$ cat config.mk
export PLATFORM = sky130hd
export DESIGN_NAME = regfile
export DESIGN_NICKNAME = d
export VERILOG_FILES = /design/src/rtl/regfile_pkg.sv /design/src/rtl/regfile_entry.sv /design/src/rtl/regfile.sv
export SDC_FILE = /design/constraint.sdc
export NUM_CORES = 2
export LEC_CHECK = 0
export BUFFER_PORTS_ARGS = -buffer_cell sky130_fd_sc_hd__buf_2
export CAP_MARGIN = 20
export CORE_MARGIN = 2
export CORE_UTILIZATION = 59
export DETAILED_ROUTE_END_ITERATION = 8
export GPL_TIMING_DRIVEN = 1
export PLACE_DENSITY_LB_ADDON = 0.15
export SYNTH_ARGS = -nofsm -noshare
export SYNTH_HDL_FRONTEND = slang
export SYNTH_HIERARCHICAL = 1
export SYNTH_SLANG_ARGS = --single-unit
$ cat constraint.sdc
create_clock -name clk -period 3.6 [get_ports clk]
set_clock_uncertainty 0.15 [all_clocks]
set_input_delay 0.36 -clock clk [delete_from_list [all_inputs] [get_ports clk]]
set_output_delay 0.36 -clock clk [all_outputs]
set_load 0.05 [all_outputs]
$ cat src/rtl/regfile_pkg.sv
// Shared processor constants for the register file: default sizes and the
// hard-wired zero register index.
package regfile_pkg;

  localparam int unsigned RF_WIDTH    = 32;
  localparam int unsigned RF_DEPTH    = 32;
  localparam int unsigned RF_ADDR_W   = $clog2(RF_DEPTH);
  localparam int unsigned RF_ZERO_REG = 0;

endpackage : regfile_pkg

$ cat src/rtl/regfile_entry.sv
// One architectural register: WIDTH-bit storage with write enable and
// asynchronous active-low clear.
module regfile_entry #(
  parameter int unsigned WIDTH = 32
) (
  input  logic             clk,
  input  logic             rst_n,
  input  logic             we,
  input  logic [WIDTH-1:0] d,
  output logic [WIDTH-1:0] q
);

  always_ff @(posedge clk or negedge rst_n) begin
    if (!rst_n) begin
      q <= '0;
    end else if (we) begin
      q <= d;
    end
  end

endmodule : regfile_entry

$ cat src/rtl/regfile.sv
// Two-read, one-write register file with write-first bypass, a hard-wired
// zero register and per-register pending (scoreboard) bits.
module regfile
  import regfile_pkg::*;
#(
  parameter  int unsigned WIDTH  = RF_WIDTH,
  parameter  int unsigned DEPTH  = RF_DEPTH,
  localparam int unsigned ADDR_W = $clog2(DEPTH)
) (
  input  logic              clk,
  input  logic              reset,
  input  logic              ctrl_writeEnable,
  input  logic [ADDR_W-1:0] ctrl_writeReg,
  input  logic [WIDTH-1:0]  data_writeReg,
  input  logic [ADDR_W-1:0] ctrl_readRegA,
  input  logic [ADDR_W-1:0] ctrl_readRegB,
  output logic [WIDTH-1:0]  data_readRegA,
  output logic [WIDTH-1:0]  data_readRegB,
  input  logic              ctrl_issue,
  input  logic [ADDR_W-1:0] ctrl_issueReg,
  output logic              busy_A,
  output logic              busy_B
);

  localparam logic [ADDR_W-1:0] ZERO_IDX = ADDR_W'(RF_ZERO_REG);

  logic             wr_hit;
  logic             iss_hit;
  logic [WIDTH-1:0] entry_q [DEPTH];
  logic [WIDTH-1:0] rd_a_d;
  logic [WIDTH-1:0] rd_b_d;
  logic [DEPTH-1:0] pend_q;
  logic [DEPTH-1:0] pend_d;

  assign wr_hit  = ctrl_writeEnable && (ctrl_writeReg != ZERO_IDX);
  assign iss_hit = ctrl_issue && (ctrl_issueReg != ZERO_IDX);

  // Register 0 has no storage; it always reads as zero.
  assign entry_q[0] = '0;

  for (genvar k = 1; k < DEPTH; k++) begin : g_entry
    regfile_entry #(
      .WIDTH (WIDTH)
    ) u_entry (
      .clk   (clk),
      .rst_n (reset),
      .we    (wr_hit && (ctrl_writeReg == ADDR_W'(k))),
      .d     (data_writeReg),
      .q     (entry_q[k])
    );
  end

  // Read muxes with write-first bypass, and pending-bit next state (set wins).
  always_comb begin
    rd_a_d = entry_q[ctrl_readRegA];
    rd_b_d = entry_q[ctrl_readRegB];
    pend_d = pend_q;
    if (wr_hit && (ctrl_writeReg == ctrl_readRegA)) begin
      rd_a_d = data_writeReg;
    end
    if (wr_hit && (ctrl_writeReg == ctrl_readRegB)) begin
      rd_b_d = data_writeReg;
    end
    if (wr_hit) begin
      pend_d[ctrl_writeReg] = 1'b0;
    end
    if (iss_hit) begin
      pend_d[ctrl_issueReg] = 1'b1;
    end
    pend_d[RF_ZERO_REG] = 1'b0;
  end

  always_ff @(posedge clk or negedge reset) begin
    if (!reset) begin
      data_readRegA <= '0;
      data_readRegB <= '0;
      pend_q        <= '0;
    end else begin
      data_readRegA <= rd_a_d;
      data_readRegB <= rd_b_d;
      pend_q        <= pend_d;
    end
  end

  // A source stops being busy as soon as its producer writes back this cycle.
  assign busy_A = pend_q[ctrl_readRegA] &
                  ~(ctrl_writeEnable & (ctrl_writeReg == ctrl_readRegA));
  assign busy_B = pend_q[ctrl_readRegB] &
                  ~(ctrl_writeEnable & (ctrl_writeReg == ctrl_readRegB));

endmodule : regfile

After elaboration in Yosys (flattened, before gate mapping)
Cells that the tools add are included. Widths: inputs -> output; s select.

$lt $le $gt $ge: 8. Eq/ne operators: 33. Mux-type cells: 18. Bitwise logic cells: 11. Reductions and logical operators: 39.

Operators with widths (count): $bmux 32 s5 (2); $mux 32 (8); $eq 5x5->1 const B (16); $eq 5x4->1 const B (8); $logic_and 1x1->1 (37); $and 32x32->32 (1); $not 32->32 (1); $or 32x32->32 (1); $lt 5x6->1 const B (4); $eq 5x3->1 const B (4); $ge 6x6->1 const B (2); $not 5->6 (2); $bmux 1 s5 (2); $demux 1 s5 (2); $eq 5x2->1 const B (2); $eq 5x5->1 (2); $ge 5x1->1 const B (2); $reduce_bool 5->1 (2); $eq 5x1->1 const B (1); $and 1x1->1 (4); $mux 1 (4); $not 1->1 (2).

Bits in registers: 1087. Input port bits: 56. Logic and storage cells: 143.

Logic depth before layout (Yosys ltp)
Depth in word-level cells: 9. Mapped depth: 10. Gate-level depth less buffers: 5.

By module
The synthesis kept the hierarchy.

By module, submodules not included: regfile_entry (instances 31, cells an instance 68, area each 1345.0 um^2); regfile (instances 1, cells an instance 1954, area each 20719.9 um^2).

Least setup slack after synthesis
No wires, ideal clock.

Path type: input port to output port. Start: in ctrl_readRegB[1]. End: out busy_B. Arrival: 2.126 ns. Slack: 0.964 ns. Stages: 7. Path buffers: 3. Cell sequence: buf_2 buf_4 buf_4 mux4_2 mux4_2 mux2i_1 a31oi_1.

Cells in the longest elaborated chain, start to end: 4. Elaborated cells on any way between the ends: 6. Those cells by class: eq/ne: 1; mux: 2; bitwise: 3.

Ends and longest elaborated chain: start, declared (RTL line regfile.sv:16) `input logic [ADDR_W-1:0] ctrl_readRegB,`; branches (longest 3 deep; another with $bmux 1 s5); $and 1x1->1 * (RTL line regfile.sv:88) `assign busy_B = pend_q[ctrl_readRegB] &`; end, declared (RTL line regfile.sv:22) `output logic busy_B`.

Every way passes the cells marked *. The select of a mux whose other input is x is not followed.

Worst setup path in the final report
Start: reg pend_q[23]. End: out busy_B.

Cells in the longest elaborated chain, start to end: 3.

Ends and longest elaborated chain: start, declared (RTL line regfile.sv:32) `logic [DEPTH-1:0] pend_q;`; start signal, assigned (RTL line regfile.sv:81) `pend_q <= pend_d;`; $bmux 1 s5 (RTL line regfile.sv:88); $mux 1 (not written as such) (RTL line regfile.sv:88); $and 1x1->1 (RTL line regfile.sv:88).

No other way between the ends. The select of a mux whose other input is x is not followed.

==> Implementation_results.wiki <==
{| class="wikitable"
! Metric !! Value
|-
| Highest-delay cell along the critical path || mux4_2
|-
| List of cells traversed by the critical path || mux4_2 -> mux4_2 -> mux2i_1 -> a31oi_1 -> buf_2
|-
| Final setup vio count || 0
|-
| Total routed wirelength || roughly 190000 um
|-
| Htree depth || 3
|-
| Die Footprint || between 100000 and 150000 um^2
|-
| Total CTS buffers || between 100 and 150
|-
| Layout cells sized above 1 || 48.3%
|-
| Placed Instances || around 5400
|-
| Final worst path period share || 89.9%
|-
| Leading cell type in the layout, fill and taps excluded || dfrtp_1
|-
| Worst-Margin Slew || 1.09 ns
|-
| Required arrival time at the worst endpoint || 3.09 ns
|-
| Buffers plus inverters on the worst setup path || 1
|-
| Final setup margin || around 0.36 ns
|-
| Met2 usage || 50.2%
|-
| Peak supply drop || roughly 0.47 mV
|-
| Warning count from the yosys run || 6
|-
| Core footprint || around 110000 um^2
|-
| Count of flip-flops with a built-in enable after synthesis || 0
|-
| Kind of critical path || flop to primary output
|-
| Sequential cell area in the final layout || 27200 um^2
|-
| Final setup TNS || 0 ns
|-
| Worst reg2reg startpoint || g_entry[15].u_entry/q[12]
|-
| # fillers || 7641
|-
| Count of maximum capacitance violations || 0
|-
| Detailed-route vias per instance || 6.86
|-
| Clock tree from TritonCTS || built
|-
| Overall die height || 329 um
|-
| Cell repeated most along the worst path || mux4_2
|-
| Placed Area || 63900 um^2
|-
| Result of the run || complete, no violations
|-
| Latest clock arrival within the worst-skew pair || between 0.7 and 0.8 ns
|-
| Net count of the finished layout || 4216
|-
| Final-report max-slew violation count || 0
|-
| Mapped Cells || 4062
|-
| Buffer cell driving the clock tree root || clkbuf_16
|-
| Sequential-to-total area share from yosys stat || 43.6%
|-
| Unrepaired setup endpoints after global routing || no
|-
| Effective utilization at floorplan || 59.4%
|-
| GRT Max-Usage Layer || met1
|-
| Drc violations || 0
|-
| Buffers from clock root to sink, at most || 3
|-
| Total of flip-flops plus latches after synthesis || 1087
|-
| Adder-cell share of the synthesized area || 0%
|-
| Global routing usage on met3 || 8.20%
|-
| Std cell rows || 119
|-
| Residual antenna-violating net count after detailed routing || 0
|-
| Final Total Pwr || 38.3 mW
|-
| Detailed-router iteration count before antenna repair || 6
|-
| Total global-route track usage || between 30% and 40%
|-
| Crit-path max FO || 3
|-
| Reg clk slew, reported paths || ~0.060 ns
|-
| Via total after detailed routing || ~39000
|-
| Buffers added on ports || 121
|-
| Count of pins on the block boundary || roughly 120
|-
| Arrival @ worst endpoint || 2.73 ns
|-
| XOR/XNOR Fraction of Synth Area || 0.140%
|-
| Dominant combinational cell family by area after synthesis || multiplexers
|-
| Syn_area_per_cell || 15.4 um^2
|-
| CP top delay family || multiplexers
|-
| Drt initial violations || just under 4000
|-
| Proportion of synthesized flip-flops having asynchronous set or reset || 100%
|-
| Antenna violations before repair || 9
|-
| Highest attainable clock frequency || 309 MHz
|-
| Static Leakage || around 30 nW
|-
| Wire length of the first global-routing pass || 278000 um
|-
| Count of clock tree sinks || approximately 1100
|-
| Met1 track utilization from global routing || 51.8%
|-
| Area used by multi-input combinational logic || 32000 um^2
|-
| Post-layout instance area || a little under 70000 um^2
|-
| Final cell count without fillers || ~5700
|-
| Launching element of the worst setup path || pend_q[23]
|-
| Maximum number of pins on one net before global-route repair || 94
|-
| Synth cell types || 51
|-
| Portion of netlist area occupied by mux cells || 41.1%
|-
| Relative max-transition margin || 27.5%
|-
| Overflow left after global routing || 0
|-
| Highest-count cells in the layout ignoring fill and taps || dfrtp_1 (1087), mux2_4 (930), mux4_2 (291), mux2i_1 (265), mux2_2 (222)
|-
| Die extent in x || roughly 330 um
|-
| Worst Hold Slack || about 0.06 ns
|-
| Kind of capture point of the worst setup path || primary output
|-
| Global placement routability congestion || just under 0.9
|-
| Number of global-route vias before repair || 40040
|-
| Synthesized Nets || about 4100
|-
| Number of failing hold endpoints at the final stage || 0
|-
| Final core utilization || about two thirds
|-
| Layout Area Growth over Synthesis || 9.25%
|-
| Mapped cell area || 62400 um^2
|-
| Biggest cell delay along the critical path || ~0.49 ns
|-
| Worst hold path type || input pin to asynchronous set/reset pin
|-
| Detailed Place HPWL || 113000 um
|-
| Pwr Density || 562 nW/um^2
|-
| Min Tclk post-route || 3.24 ns
|-
| Compound-Gate Fraction of Synth Area || between 7 and 8%
|-
| Predominant post-synthesis flop cell || dfrtp_1
|-
| Wire length per cell after detailed routing || 32.9 um
|-
| Worst setup slack before clock tree synthesis || roughly 0.54 ns
|-
| CP Launch Type || flop
|-
| Fraction of the mapped netlist area in simple logic gates || 1.85%
|}
[registers in the layout (all words and copies together), names as in the netlist]
register and count:
pend_q 31, data_readRegB 32, data_readRegA 32, g_entry.u_entry/q 992
[path summary, 6_finish.rpt]
check                                             to  slack [ns]  cells after the start
setup / recovery                              busy_B        0.36                      5
hold / removal             g_entry[11].u_entry/q[30]        0.06                      2
setup reg to reg                   data_readRegB[12]        1.39                      5
hold reg to reg             g_entry[30].u_entry/q[9]        0.38                      1
max in group asynchronous          data_readRegB[27]        2.00                      3
min in group clk                   data_readRegA[18]        0.07                      3
[cells by family after synthesis]
group,after synthesis
flops,1087
mux,1708
simple gates,247
xor+xnor,10
compound gates,641
buf+inv,369
[area by class of cell]
type,instances,share of cell area (%)
clock buffers,177,5.22
clock inverters,42,0.813
repair buffers,346,4.56
diodes,3,0.0110
inverters,1,0.00550
multi-input cells,2606,46.9
well taps,1391,2.55
flip-flops and latches,1087,39.9
[synthesized netlist by cell type, drive strengths merged, types with 16 or more instances]
| cell type | count | share of area (%) |
|---|---|---|
| mux4 | 291 | 11 |
| nor2b | 17 | 0.17 |
| nor2 | 68 | 0.41 |
| a221oi | 75 | 1.1 |
| mux2 | 1152 | 26 |
| a21oi | 80 | 0.64 |
| clkbuf | 86 | 0.52 |
| mux2i | 265 | 4.2 |
| a22oi | 104 | 1.3 |
| a22o | 17 | 0.24 |
| o31ai | 33 | 0.40 |
| nand2b | 17 | 0.17 |
| a211oi | 22 | 0.26 |
| o21ai | 66 | 0.53 |
| o22ai | 77 | 0.77 |
| o21bai | 43 | 0.52 |
| buf | 282 | 5.1 |
| o221ai | 16 | 0.22 |
| o41ai | 32 | 0.79 |
| dfrtp | 1087 | 44 |
| a31oi | 22 | 0.22 |
| nor3 | 22 | 0.18 |
| nand2 | 92 | 0.55 |
| o22a | 52 | 0.73 |
[metal layers]
layer  up-vias  routed length [um]
li1      15826                   -
met5         -                  57
met4         8                5720
met3       369               17100
met2      1841               81800
met1     20752               81300
[timing repair]
item,CTS,global route
resized for setup,0,0
endpoints found under the hold margin,149,0
hold buffers,11,0
setup buffers,0,0
setup endpoints to repair,0,0
[report_power, final]
group | leakage (nW) | switching, mW | total, mW | internal (mW)
registers | 13.8 | 1.96 | 16.6 | 14.6
clock network | 2.05 | 5.25 | 12.9 | 7.65
logic | 14.2 | 3.56 | 8.84 | 5.28
(Power assumes the default switching activity.)
